### src/rtl/fp16_pkg.sv
// Shared fp16 field layout, status byte bit positions and unloader FSM states.
package fp16_pkg;

  localparam int FP16_EXP_W   = 5;
  localparam int FP16_MANT_W  = 10;
  localparam int FP16_EXP_MAX = 31;

  localparam int STAT_ZERO_BIT = 0;
  localparam int STAT_SUBN_BIT = 1;
  localparam int STAT_INF_BIT  = 2;
  localparam int STAT_NAN_BIT  = 3;
  localparam int STAT_SIGN_BIT = 4;

  typedef enum logic [1:0] {
    ST_IDLE      = 2'd0,
    ST_SEND_HI   = 2'd1,
    ST_SEND_LO   = 2'd2,
    ST_SEND_STAT = 2'd3
  } unloader_state_e;

endpackage

### src/rtl/fp16_result_unloader_if.sv
// Outgoing 8-bit valid/ready byte stream toward the host.
interface fp16_result_unloader_if;

  logic [7:0] data_out;
  logic       data_valid;
  logic       data_ready;
  logic       last_byte;

  modport master (output data_out, output data_valid, output last_byte, input data_ready);
  modport slave  (input data_out, input data_valid, input last_byte, output data_ready);

endinterface

### src/rtl/fp16_result_fifo.sv
// Synchronous result FIFO; pointers carry one wrap bit to tell full from empty.
module fp16_result_fifo #(
  parameter int DEPTH = 2,
  parameter int WIDTH = 16
) (
  input  logic             clk,
  input  logic             reset,
  input  logic             push,
  input  logic             pop,
  input  logic [WIDTH-1:0] din,
  output logic [WIDTH-1:0] dout,
  output logic             full,
  output logic             empty
);

  localparam int AW = $clog2(DEPTH);

  logic [AW:0]      wr_ptr_r;
  logic [AW:0]      rd_ptr_r;
  logic [WIDTH-1:0] mem_r [DEPTH];

  assign empty = (wr_ptr_r == rd_ptr_r);
  assign full  = (wr_ptr_r[AW] != rd_ptr_r[AW]) && (wr_ptr_r[AW-1:0] == rd_ptr_r[AW-1:0]);
  assign dout  = mem_r[rd_ptr_r[AW-1:0]];

  // Pointer update for accepted pushes and pops.
  always_ff @(posedge clk or posedge reset) begin
    if (reset) begin
      wr_ptr_r <= {(AW+1){1'b0}};
      rd_ptr_r <= {(AW+1){1'b0}};
    end else begin
      if (push && !full) begin
        wr_ptr_r <= wr_ptr_r + (AW+1)'(1);
      end
      if (pop && !empty) begin
        rd_ptr_r <= rd_ptr_r + (AW+1)'(1);
      end
    end
  end

  // Entry storage, cleared on reset so aborted results never reappear.
  always_ff @(posedge clk or posedge reset) begin
    if (reset) begin
      for (int i = 0; i < DEPTH; i++) begin
        mem_r[i] <= {WIDTH{1'b0}};
      end
    end else if (push && !full) begin
      mem_r[wr_ptr_r[AW-1:0]] <= din;
    end
  end

endmodule

### src/rtl/fp16_result_unloader.sv
// Queues fp16 results and streams each one out as high byte, low byte and
// an optional classification status byte.
module fp16_result_unloader
  import fp16_pkg::*;
#(
  parameter int DEPTH       = 2,
  parameter bit SEND_STATUS = 1'b1
) (
  input  logic                          clk,
  input  logic                          reset,
  input  logic [15:0]                   result_in,
  input  logic                          capture,
  output logic                          capture_ready,
  fp16_result_unloader_if.master        byte_if,
  output logic                          busy,
  output logic                          overflow,
  input  logic                          clear_ovf
);

  unloader_state_e        state_r, state_next_s;
  logic [15:0]            head_s, hold_r;
  logic                   full_s, empty_s, push_s, pop_s, handshake_s;
  logic [FP16_EXP_W-1:0]  exp_s;
  logic [FP16_MANT_W-1:0] mant_s;
  logic [7:0]             status_s, status_r;
  logic [7:0]             data_out_r, data_out_next_s;
  logic                   data_valid_r, data_valid_next_s;
  logic                   last_byte_r, last_byte_next_s;
  logic                   overflow_r;

  assign push_s        = capture && !full_s;
  assign handshake_s   = data_valid_r && byte_if.data_ready;
  assign capture_ready = !full_s;
  assign busy          = (state_r != ST_IDLE) || !empty_s;
  assign overflow      = overflow_r;

  assign byte_if.data_out   = data_out_r;
  assign byte_if.data_valid = data_valid_r;
  assign byte_if.last_byte  = last_byte_r;

  fp16_result_fifo #(.DEPTH(DEPTH), .WIDTH(16)) u_fifo (
    .clk   (clk),
    .reset (reset),
    .push  (push_s),
    .pop   (pop_s),
    .din   (result_in),
    .dout  (head_s),
    .full  (full_s),
    .empty (empty_s)
  );

  // Classify the FIFO head so its status byte is captured together with it.
  always_comb begin
    exp_s    = head_s[FP16_MANT_W +: FP16_EXP_W];
    mant_s   = head_s[FP16_MANT_W-1:0];
    status_s = 8'h00;
    status_s[STAT_ZERO_BIT] = (exp_s == {FP16_EXP_W{1'b0}}) && (mant_s == {FP16_MANT_W{1'b0}});
    status_s[STAT_SUBN_BIT] = (exp_s == {FP16_EXP_W{1'b0}}) && (mant_s != {FP16_MANT_W{1'b0}});
    status_s[STAT_INF_BIT]  = (exp_s == FP16_EXP_W'(FP16_EXP_MAX)) && (mant_s == {FP16_MANT_W{1'b0}});
    status_s[STAT_NAN_BIT]  = (exp_s == FP16_EXP_W'(FP16_EXP_MAX)) && (mant_s != {FP16_MANT_W{1'b0}});
    status_s[STAT_SIGN_BIT] = head_s[15];
  end

  // Next state and next registered stream outputs; the high byte comes
  // straight from the FIFO head so it is presented on the pop edge.
  always_comb begin
    state_next_s      = state_r;
    pop_s             = 1'b0;
    data_out_next_s   = data_out_r;
    data_valid_next_s = data_valid_r;
    last_byte_next_s  = last_byte_r;
    case (state_r)
      ST_IDLE: begin
        if (!empty_s) begin
          pop_s             = 1'b1;
          state_next_s      = ST_SEND_HI;
          data_out_next_s   = head_s[15:8];
          data_valid_next_s = 1'b1;
          last_byte_next_s  = 1'b0;
        end else begin
          data_valid_next_s = 1'b0;
          last_byte_next_s  = 1'b0;
        end
      end
      ST_SEND_HI: begin
        if (handshake_s) begin
          state_next_s     = ST_SEND_LO;
          data_out_next_s  = hold_r[7:0];
          last_byte_next_s = !SEND_STATUS;
        end else begin
          data_out_next_s  = hold_r[15:8];
        end
      end
      ST_SEND_LO: begin
        if (handshake_s && SEND_STATUS) begin
          state_next_s     = ST_SEND_STAT;
          data_out_next_s  = status_r;
          last_byte_next_s = 1'b1;
        end else if (handshake_s) begin
          state_next_s      = ST_IDLE;
          data_valid_next_s = 1'b0;
          last_byte_next_s  = 1'b0;
        end else begin
          data_out_next_s  = hold_r[7:0];
        end
      end
      ST_SEND_STAT: begin
        if (handshake_s) begin
          state_next_s      = ST_IDLE;
          data_valid_next_s = 1'b0;
          last_byte_next_s  = 1'b0;
        end else begin
          data_out_next_s  = status_r;
        end
      end
      default: begin
        state_next_s      = ST_IDLE;
        data_valid_next_s = 1'b0;
        last_byte_next_s  = 1'b0;
      end
    endcase
  end

  // FSM state, holding registers and registered stream outputs.
  always_ff @(posedge clk or posedge reset) begin
    if (reset) begin
      state_r      <= ST_IDLE;
      hold_r       <= 16'h0000;
      status_r     <= 8'h00;
      data_out_r   <= 8'h00;
      data_valid_r <= 1'b0;
      last_byte_r  <= 1'b0;
    end else begin
      state_r      <= state_next_s;
      data_out_r   <= data_out_next_s;
      data_valid_r <= data_valid_next_s;
      last_byte_r  <= last_byte_next_s;
      if (pop_s) begin
        hold_r   <= head_s;
        status_r <= status_s;
      end
    end
  end

  // Sticky overflow; a dropped capture outranks a simultaneous clear.
  always_ff @(posedge clk or posedge reset) begin
    if (reset) begin
      overflow_r <= 1'b0;
    end else if (capture && full_s) begin
      overflow_r <= 1'b1;
    end else if (clear_ovf) begin
      overflow_r <= 1'b0;
    end
  end

endmodule

### src/flat_wrapper.sv
// flat-port wrapper written by rule: the top's interface ports become plain ports
module fp16_result_unloader_flat import fp16_pkg::*;
#(
  parameter int DEPTH       = 2,
  parameter bit SEND_STATUS = 1'b1
)
  (clk, reset, result_in, capture, capture_ready, busy, overflow, clear_ovf, byte_if_data_out, byte_if_data_valid, byte_if_last_byte, byte_if_data_ready);
  fp16_result_unloader_if byte_if_i ();
  input  logic clk;
  input  logic reset;
  input  logic [15:0] result_in;
  input  logic capture;
  output logic capture_ready;
  output logic busy;
  output logic overflow;
  input  logic clear_ovf;
  output wire logic [$bits(byte_if_i.data_out)-1:0] byte_if_data_out;
  output wire logic [$bits(byte_if_i.data_valid)-1:0] byte_if_data_valid;
  output wire logic [$bits(byte_if_i.last_byte)-1:0] byte_if_last_byte;
  input wire logic [$bits(byte_if_i.data_ready)-1:0] byte_if_data_ready;
  assign byte_if_data_out = byte_if_i.data_out;
  assign byte_if_data_valid = byte_if_i.data_valid;
  assign byte_if_last_byte = byte_if_i.last_byte;
  assign byte_if_i.data_ready = byte_if_data_ready;
  fp16_result_unloader #(.DEPTH(DEPTH), .SEND_STATUS(SEND_STATUS)) u_core (.clk(clk), .reset(reset), .result_in(result_in), .capture(capture), .capture_ready(capture_ready), .byte_if(byte_if_i), .busy(busy), .overflow(overflow), .clear_ovf(clear_ovf));
endmodule
### config.mk
export PLATFORM = sky130hd
export DESIGN_NAME = fp16_result_unloader_flat
export DESIGN_NICKNAME = d
export VERILOG_FILES = /design/src/rtl/fp16_pkg.sv /design/src/rtl/fp16_result_unloader_if.sv /design/src/rtl/fp16_result_fifo.sv /design/src/rtl/fp16_result_unloader.sv /design/src/flat_wrapper.sv
export SDC_FILE = /design/constraint.sdc
export NUM_CORES = 1
export LEC_CHECK = 0
export BUFFER_PORTS_ARGS = -buffer_cell sky130_fd_sc_hd__buf_2
export CORE_MARGIN = 8
export CORE_UTILIZATION = 40
export CTS_CLUSTER_DIAMETER = 30
export CTS_CLUSTER_SIZE = 20
export DETAILED_ROUTE_END_ITERATION = 10
export PLACE_DENSITY_LB_ADDON = 0.2
export SYNTH_ARGS = -nofsm -noshare
export SYNTH_HDL_FRONTEND = slang
export SYNTH_HIERARCHICAL = 1
export SYNTH_SLANG_ARGS = --single-unit
### constraint.sdc
create_clock -name clk -period 2.6 [get_ports clk]
set_input_delay 0.26 -clock clk [delete_from_list [all_inputs] [get_ports clk]]
set_output_delay 0.26 -clock clk [all_outputs]
set_load 0.02 [all_outputs]
# == Word-level counts from Yosys, hierarchy flattened ==
# Cells that the tools add are included.
# classes
n_addsub,2
mux,24
n_eq_ne,13
magnitude_cmp,3
bitwise_logic,2
reduce_logical,26
# op_table
cell,count
2-to-1 mux 16 bit,4
bitwise mux 32 bit,1
2-to-1 mux 8 bit,4
case mux 8 bit (4 select lines),1
demux 16 bit (select 1 bit),1
logical AND 1 bit,11
zero test 10 bit,1
nonzero test 10 bit,1
2-to-1 mux 2 bit,4
"!= test 2 x 1 -> 1 bit, second input constant",4
case mux 2 bit (4 select lines),1
2-to-1 mux 1 bit,6
AND reduction 2 bit,3
nonzero test 2 bit,3
"== test 5 bit, second input constant",1
zero test 5 bit,1
"adder 2 x 1 -> 2 bit, second input constant",2
"== test 2 bit, second input constant",2
">= comparator 2 bit, second input constant",2
"!= test 2 bit, second input constant",2
NOT 1 -> 2 bit,2
AND reduction 4 bit,1
case mux 1 bit (3 select lines),1
"== test 2 x 1 -> 1 bit, second input constant",1
9 further kinds,10
# totals
ff_bits,70
out_inout_bits,13
word_cells,81
in_bits,21

# == Longest topological paths before layout ==
# Gate-level depths: netlist of run 1.
# logic_depth
word_depth,6
ltp_mapped,9
depth_no_buf,6

# == Hierarchy ==
# Netlist of run 1, hierarchy kept.
# modules_own_cells
mod,cells_per_inst,instances,seq_area_each_um2,area_each_um2
fp16_result_unloader,195,1,825.8,1790.5
fp16_result_fifo,114,1,900.9,1629.1

# == Least setup slack after synthesis of run 1 ==
# OpenSTA, ideal clock, no wires.
# synth_timing
path_type,register to register
from,register u_core.u_fifo.rd_ptr_r[0]
to,register u_core/u_fifo/mem_r[10] in the netlist's numbering
path_buffers,3
path_slack_ps,318
arrival_ps,2158
setup_time_ps,125
required_ps,2475
synth_period_minus_slack_ps,2282
path_stages_with_launch,10
cell_sequence,dfrtp_1 buf_2 buf_1 xor2_1 nor2_1 nor2b_1 nand2_1 a21oi_2 buf_6 mux2_2
# synth_between
elab_chain_len,5
# synth_lines
element,line,rtl
from (decl),fp16_result_fifo.sv:19,logic [AW:0] rd_ptr_r;
from (signal assigned),fp16_result_fifo.sv:30,rd_ptr_r <= {(AW+1){1'b0}};
from (signal assigned),fp16_result_fifo.sv:36,rd_ptr_r <= rd_ptr_r + (AW+1)'(1);
== test 1 bit,fp16_result_fifo.sv:23,assign full = (wr_ptr_r[AW] != rd_ptr_r[AW]) && (wr_ptr_r[AW-1:0] == rd_ptr_r[AW-1:0]);
logical AND 1 bit,fp16_result_fifo.sv:23,
net u_core.full_s,fp16_result_unloader.sv:22,"logic full_s, empty_s, push_s, pop_s, handshake_s;"
zero test 1 bit,fp16_result_unloader.sv:31,assign push_s = capture && !full_s;
logical AND 1 bit,fp16_result_unloader.sv:31,
net u_core.push_s,fp16_result_unloader.sv:22,
logical AND 1 bit,fp16_result_fifo.sv:47,end else if (push && !full) begin
"to (signal, indexed assignment)",fp16_result_fifo.sv:45,mem_r[i] <= {WIDTH{1'b0}};
"to (signal, indexed assignment)",fp16_result_fifo.sv:48,mem_r[wr_ptr_r[AW-1:0]] <= din;
to (decl),fp16_result_fifo.sv:20,logic [WIDTH-1:0] mem_r [DEPTH];
# The timed path passes the listed nets, and every way through them passes these cells.
# A chain may end at the register's enable or synchronous reset.

# == Worst setup path in the final report of run 1 ==
# layout_timing
from,register u_core.u_fifo.rd_ptr_r[1]
to,register u_core/u_fifo/mem_r[8] in the netlist's numbering
# layout_between
elab_chain_len,5
# layout_lines
element,line
!= test 1 bit,fp16_result_fifo.sv:23
logical AND 1 bit,fp16_result_fifo.sv:23
net u_core.full_s,fp16_result_unloader.sv:22
zero test 1 bit,fp16_result_unloader.sv:31
logical AND 1 bit,fp16_result_unloader.sv:31
net u_core.push_s,fp16_result_unloader.sv:22
logical AND 1 bit,fp16_result_fifo.sv:47
# The timed path passes the listed nets, and every way through them passes these cells.

==> results of run 1 <==
## logic make-up (layout without fill, tap and decap cells)
logic type,Yosys count,count (layout),synth area share
and+or+nand+nor,93,93,0.1343
DFF,69,69,0.5049
adders and majority gates,5,5,0.01829
xor gates and xnor gates,3,3,0.007685
muxes,54,54,0.1782
buffers and inverters,32,70,0.05159
AOI/OAI and AO/OA,53,53,0.1050
## Yosys cell counts, types with 2 or more instances
cell	n	area (sq um)
dfrtp_1	69	1727
mux2_2	49	551.8
nand2_1	48	180.2
nand3_1	14	70.07
inv_1	12	45.04
a21oi_1	11	55.05
o21ai_1	10	50.05
a31oi_1	8	50.05
a22o_1	6	52.55
nand4_1	6	37.54
and4_2	5	50.05
buf_2	5	25.02
ha_1	5	62.56
a21oi_2	4	35.03
nor2_1	4	15.01
nor2b_1	4	25.02
o21ai_0	4	20.02
buf_1	3	11.26
buf_6	3	33.78
clkbuf_1	3	11.26
nor3_1	3	15.01
buf_8	2	30.03
mux2_1	2	22.52
mux2i_1	2	20.02
nand2b_1	2	12.51
nor4_1	2	12.51
o21ai_2	2	17.52
o31ai_2	2	25.02
xor2_1	2	17.52
## per-layer routing
| layer | share of wire | global-route usage | vias up |
|---|---|---|---|
| met4 | 0.021 | 0.05181 | 0 |
| met1 | 0.49 | 0.1788 | 1149 |
| met3 | 0.056 | 0.04581 | 11 |
| li1 | - | - | 1160 |
| met2 | 0.43 | 0.1918 | 59 |
| met5 | 0 | 0 | - |
## metrics by stage
stage	worst slack (ns)	util	power, mW	cell area [sq um]
6_report	0.4502	0.4685	5.522	3869
5_1_grt	0.1941	0.4685	5.982	3869
4_1_cts	0.4503	0.4685	5.594	3869
2_1_floorplan	0.3176	-	4.003	3420
3_5_place_dp	0.4550	0.4414	4.577	3645
3_3_place_gp	0.4830	0.4414	4.537	3645
## area by class of cell
class | instances | share of cell area
flip-flops and latches | 69 | 0.4463
multi-input cells | 208 | 0.3920
repair buffers | 40 | 0.05627
clock buffers | 10 | 0.03558
well taps | 105 | 0.03396
clock inverters | 6 | 0.02232
inverters | 14 | 0.01358
## cell usage in the layout, fill, tap and decap left out, types with 3 or more instances in the layout
cell / instances
a21oi_1: 11
a21oi_2: 4
a22o_1: 6
a31oi_1: 8
and4_2: 5
buf_2: 33
buf_4: 7
clkbuf_8: 10
dfrtp_1: 69
ha_1: 5
inv_1: 12
mux2_2: 49
nand2_1: 48
nand3_1: 14
nand4_1: 6
nor2_1: 4
nor2b_1: 4
nor3_1: 3
o21ai_0: 4
o21ai_1: 10
## sequential cells by signal (all words and copies together), names as in the netlist
register	cells
u_core/status_r	4
u_core/hold_r	16
u_core/u_fifo/rd_ptr_r	2
u_core/overflow	1
u_core/byte_if.data_valid	1
u_core/state_r	2
u_core/byte_if.last_byte	1
u_core/u_fifo/mem_r	32
u_core/u_fifo/wr_ptr_r	2
u_core/byte_if.data_out	8
## report_power, final
| group | switching [mW] | total, mW | internal (mW) |
|---|---|---|---|
| logic | 1.46 | 2.63 | 1.17 |
| registers | 0.316 | 1.91 | 1.60 |
| clock network | 0.412 | 0.976 | 0.564 |
## tightest hold or removal path, delay by kind of cell
kind | cells | cell delay, ns
buffers and inverters | 3 | 0.52
## worst paths after layout
| check | depth (start not counted) | slack, ns | endpoint | start |
|---|---|---|---|---|
| worst min-delay path | 3 | 0.01 | u_core/overflow | reset |
| max in group asynchronous | 3 | 2.25 | u_core/u_fifo/mem_r[22] | reset |
| worst max-delay path | 7 | 0.45 | u_core/u_fifo/mem_r[8] | u_core/u_fifo/rd_ptr_r[1] |
| worst min register to register | 2 | 0.49 | u_core/byte_if.data_out[5] | u_core/byte_if.data_out[5] |
| worst max register to register | 7 | 0.45 | u_core/u_fifo/mem_r[8] | u_core/u_fifo/rd_ptr_r[1] |
| min in group clk | 2 | 0.09 | u_core/overflow | clear_ovf |
==> results.ini, run 1 <==
[synthesis]
netlist_area_sq_um=3420
synth_edf_count=0
ys_types=46
netlist_instances=309
synth_ff_type=dfrtp_1
synth_seq_cells=69
yosys_warnings=6
synth_nets=335
synth-seq-area-share=0.5049
async_reset_ff_frac=1.000
syn_avg_cell_area_sq_um=11.07

[sta]
max_freq_mhz=465.2
tns_ns=0
fin_worst_skew_ns=0.006133
tightest_slew_ns=0.9105
hold_viol_final=0
drv_slew=0
rsz0062_at_grt=no
min_period_over_period=0.8269
holdWs_ns=0.01348
maxSlewHeadroom=0.3930
period_minus_slack_ns=2.150
setup_violations=0

[drt]
avgRoutedWirePerCell_um=15.75
drt-pass1-iter-count=4
drt_iter0_markers=88
viasPerCell=5.263
antenna_left=0
vias=2379
postRouteWirelength_um=7121
drc=0

[floorplanning]
ios=34
core_area_sq_um=8258
rows=33
dieArea_sq_um=11760
fp.dieW_um=108.5
start_util=0.4141
die_h_um=108.5

[grt]
grt_use_total=0.1329
grt_max_degree=37
grt_pass1_vias=2406
overflow=0
grt_first_pass_wirelength_um=12210
grt_antenna_before_repair=0

[clock_network]
cts_buffers=9
cts_sinks=69
root_buffer=clkbuf_8
hold_buffers=0
cts_tree=built
clk-insertion-delay-late_ns=0.34
clkTransAtPathRegs_ns=0.08
clock_path_buffers=2
post-cts-setup-buffer-count=0
cts_resized=0
h-tree-depth=3

[cells_and_area]
fin_nets=368
syn2layout_area_growth_pct=13.14
drive_gt1_frac=0.3602
fillers=800
multiInputGateArea_sq_um=1516
seqCellArea_sq_um=1727
n_antenna_cell=0
layout.cells.non_filler=452

[place]
gp_congestion=0.8006
dp_hpwl_um=4962
dpl.cell_count=436
port_buffers=33

[power_and_ir_drop]
ir_drop_uv=577.2
p_leak_nw=1.762
p_per_area_nw_per_um2=1427

[setup_path]
crit_path_max_incr_delay_ns=0.43
critical-path-top-delay-family=simple AND/OR/NAND/NOR gates
cp_max_fo=16
required_ns=2.82
arrival_ns=2.37
crit_buf_inv=1
start_kind=flip-flop
path_cells=xnor2_1 -> nor2_1 -> nor2b_1 -> nand2_1 -> a21oi_2 -> buf_4 -> mux2_2
slowest_stage=dfrtp_1
cp-end-kind=flip-flop
crit_type=flip-flop to flip-flop

[min_path]
hold_path.class=input port to async pin

[flow_run]
cap_violations=0

[run_status]
status=completed

Note: power is estimated with default switching activity, not from simulation.
==> run 2: changes to the inputs <==
- clock period: 2.6 -> 1.8 ns (I/O delays scaled with it)
==> run 2 against run 1 <==
  * Power is 72% higher
  * Flip-flop and latch count stayed put
  * Count of clock-buffer cells in the layout stayed put
  * Clock power is 43% higher
  * The run now ends with negative setup slack left
  * Highest routed layer unchanged
  * Critical endpoint is now u_core/u_fifo/mem_r[12]
  * Largest power group unchanged
  * Maximum frequency is 17% higher
  * Worst setup slack worse by 0.48 ns
  * Clock skew is 0.0037 ns higher
  * Global-route usage is 0.36 points higher
  * Routed wire length is 8.6% higher
  * Core utilization is 6.4 points higher
==> results.ini, run 2 (synthesis results as in run 1) <==
[power_and_ir_drop]
p_sw_frac=0.3851  ; was 0.3960
ir_drop_uv=910.5  ; was 577.2 uV
power_frac_clock=0.147  ; was 0.177
p_per_area_nw_per_um2=2162  ; was 1427 nW/um^2
pwr-share-comb=0.560  ; was 0.477
total_power_mw=9.502  ; was 5.522 mW
p_switching_mw=3.659  ; was 2.187 mW
seqPwrFrac=0.292  ; was 0.346
p_leak_nw=2.051  ; was 1.762 nW
p_int_mw=5.843  ; was 3.335 mW

[place]
dpl.cell_count=455  ; was 436
place_ws_ns=-0.1105  ; was 0.4550 ns
dp_hpwl_um=5129  ; was 4962 um
gp_congestion=0.7808  ; was 0.8006
port_buffers=33  ; unchanged

[sta]
tightest_slew_ns=0.6003  ; was 0.9105 ns
fin_worst_skew_ns=0.009861  ; was 0.006133 ns
max_freq_mhz=546.1  ; was 465.2 MHz
setup_violations=24  ; was 0
worst_slack_ns=-0.03116  ; was 0.4502 ns
period_minus_slack_ns=1.831  ; was 2.150 ns
maxSlewHeadroom=0.5983  ; was 0.3930
drv_slew=0  ; unchanged
hold_viol_final=0  ; unchanged
rsz0062_at_grt=yes  ; was no
min_period_over_period=1.017  ; was 0.8269
holdWs_ns=0.03321  ; was 0.01348 ns

[grt]
grt_use_total=0.1365  ; was 0.1329
grt_first_pass_wirelength_um=12630  ; was 12210 um
grt_antenna_before_repair=0  ; unchanged
overflow=0  ; unchanged
grt_pass1_vias=2571  ; was 2406
grt_max_degree=37  ; unchanged

[clock_network]
cts_sinks=69  ; unchanged
clkTransAtPathRegs_ns=0.07  ; was 0.08 ns
clock_path_buffers=2  ; unchanged
clk-insertion-delay-late_ns=0.34  ; about the same
cts_tree=built  ; unchanged
root_buffer=clkbuf_8  ; unchanged
h-tree-depth=3  ; unchanged
cts_buffers=9  ; unchanged

[cells_and_area]
n_antenna_cell=0  ; unchanged
drive_gt1_frac=0.4504  ; was 0.3602
largest_register_ffs=32  ; unchanged
syn2layout_area_growth_pct=28.54  ; was 13.14%
fillers=739  ; was 800
layout.cells.non_filler=478  ; was 452
layout_commonest_cell=dfrtp_1  ; unchanged
fin_nets=394  ; was 368
fin_util=0.5323  ; was 0.4685
multiInputGateArea_sq_um=1737  ; was 1516 sq um
top_register=u_core/u_fifo/mem_r  ; unchanged
seqCellArea_sq_um=1728  ; was 1727 sq um
layout_common_cells=dfrtp_1 (68), nand2_1 (46), buf_2 (31)  ; was dfrtp_1 (69), mux2_2 (49), nand2_1 (48)

[setup_path]
crit_type=flip-flop to flip-flop  ; unchanged
cp_max_fo=8  ; was 16
arrival_ns=2.06  ; was 2.37 ns
cp-end-kind=flip-flop  ; unchanged
required_ns=2.02  ; was 2.82 ns
start_kind=flip-flop  ; unchanged

[drt]
postRouteWirelength_um=7734  ; was 7121 um
drt-pass1-iter-count=5  ; was 4
avgRoutedWirePerCell_um=16.18  ; was 15.75 um
drc=0  ; unchanged
wl_met1_um=3669  ; was 3509 um
vias=2489  ; was 2379
antenna_left=0  ; unchanged
route.met3.wl_um=446  ; was 402 um
drt_iter0_markers=76  ; was 88
highest-signal-layer=met4  ; unchanged
met2_length_um=3544  ; was 3061 um
viasPerCell=5.207  ; was 5.263

[floorplanning]
fp.dieW_um=108.5  ; unchanged
ios=34  ; unchanged
die_h_um=108.5  ; unchanged
start_util=0.4141  ; unchanged
core_area_sq_um=8258  ; unchanged
dieArea_sq_um=11760  ; unchanged
rows=33  ; unchanged

[run_status]
violations=negative setup slack
status=complete, but fails checks  ; was completed

[min_path]
hold_path.class=input port to flip-flop  ; was input port to async pin

[flow_run]
cap_violations=0  ; unchanged

-- run 2: cell count changes in the layout (fill, tap and decap cells not counted), moves of 4 or more --
cell,previous run,this run
buf_4,7,24
buf_12,0,4
mux2_4,1,26
buf_6,0,4
mux2_2,49,24
-- run 2: final timing paths --
kind | from | to | slack, ns | depth (start not counted)
hold reg to reg | u_core/byte_if.data_out[5] | u_core/byte_if.data_out[5] | 0.48 | 2
hold / removal | clear_ovf | u_core/overflow | 0.03 | 2
max in group asynchronous | reset | u_core/u_fifo/rd_ptr_r[0] | 0.96 | 4
min in group asynchronous | reset | u_core/state_r[0] | 0.48 | 4
setup reg to reg | u_core/u_fifo/rd_ptr_r[0] | u_core/u_fifo/mem_r[12] | -0.03 | 7
setup / recovery | u_core/u_fifo/rd_ptr_r[0] | u_core/u_fifo/mem_r[12] | -0.03 | 7
-- run 2: power groups by stage --
stage	clock, mW	combinational [mW]	sequential (mW)
after detailed placement	0	4.45	2.76
after global placement	0	4.38	2.74
after CTS	1.45	4.84	2.75
final	1.40	5.32	2.78
after global routing	1.52	5.78	2.87
after floorplan	0	3.09	2.78
-- run 2: per-layer routing --
layer | up-vias | GRT usage
li1 | 1206 | -
met1 | 1211 | 0.1742
met2 | 62 | 0.2119
met3 | 10 | 0.05116
met4 | 0 | 0.03812
met5 | - | 0
-- run 2: final cells by class --
cell class / count / area share
multi-input cells: 208 / 0.3951
flip-flops and latches: 69 / 0.3931
repair buffers: 66 / 0.1184
clock buffers: 10 / 0.03131
well taps: 105 / 0.02989
clock inverters: 6 / 0.01964
inverters: 14 / 0.01252
-- run 2: timing repair --
action                     in CTS  in global routing
cloned                          1                  1
setup endpoints to repair      35                 42
hold buffers                    1                  0
pin swaps                       7                  9
hold endpoints to repair       69                  0
resized for setup              22                 35
buffers inserted                3                  1
-- run 2: critical path, cell delays in order, from the launching register on --
cell and delay (ns):
dfrtp_2 0.47, xor2_2 0.20, nor2_2 0.08, nor2b_4 0.15
nand2_2 0.10, a21oi_4 0.20, clkbuf_16 0.21, mux2_4 0.30
-- run 2: through the flow --
stage | instance area, sq um | setup TNS, ns
4_1_cts | 4228 | -0.6061
5_1_grt | 4395 | -2.745
2_1_floorplan | 3453 | -4.170
3_5_place_dp | 3855 | -3.054
6_report | 4395 | -0.5261
3_3_place_gp | 3855 | -1.602
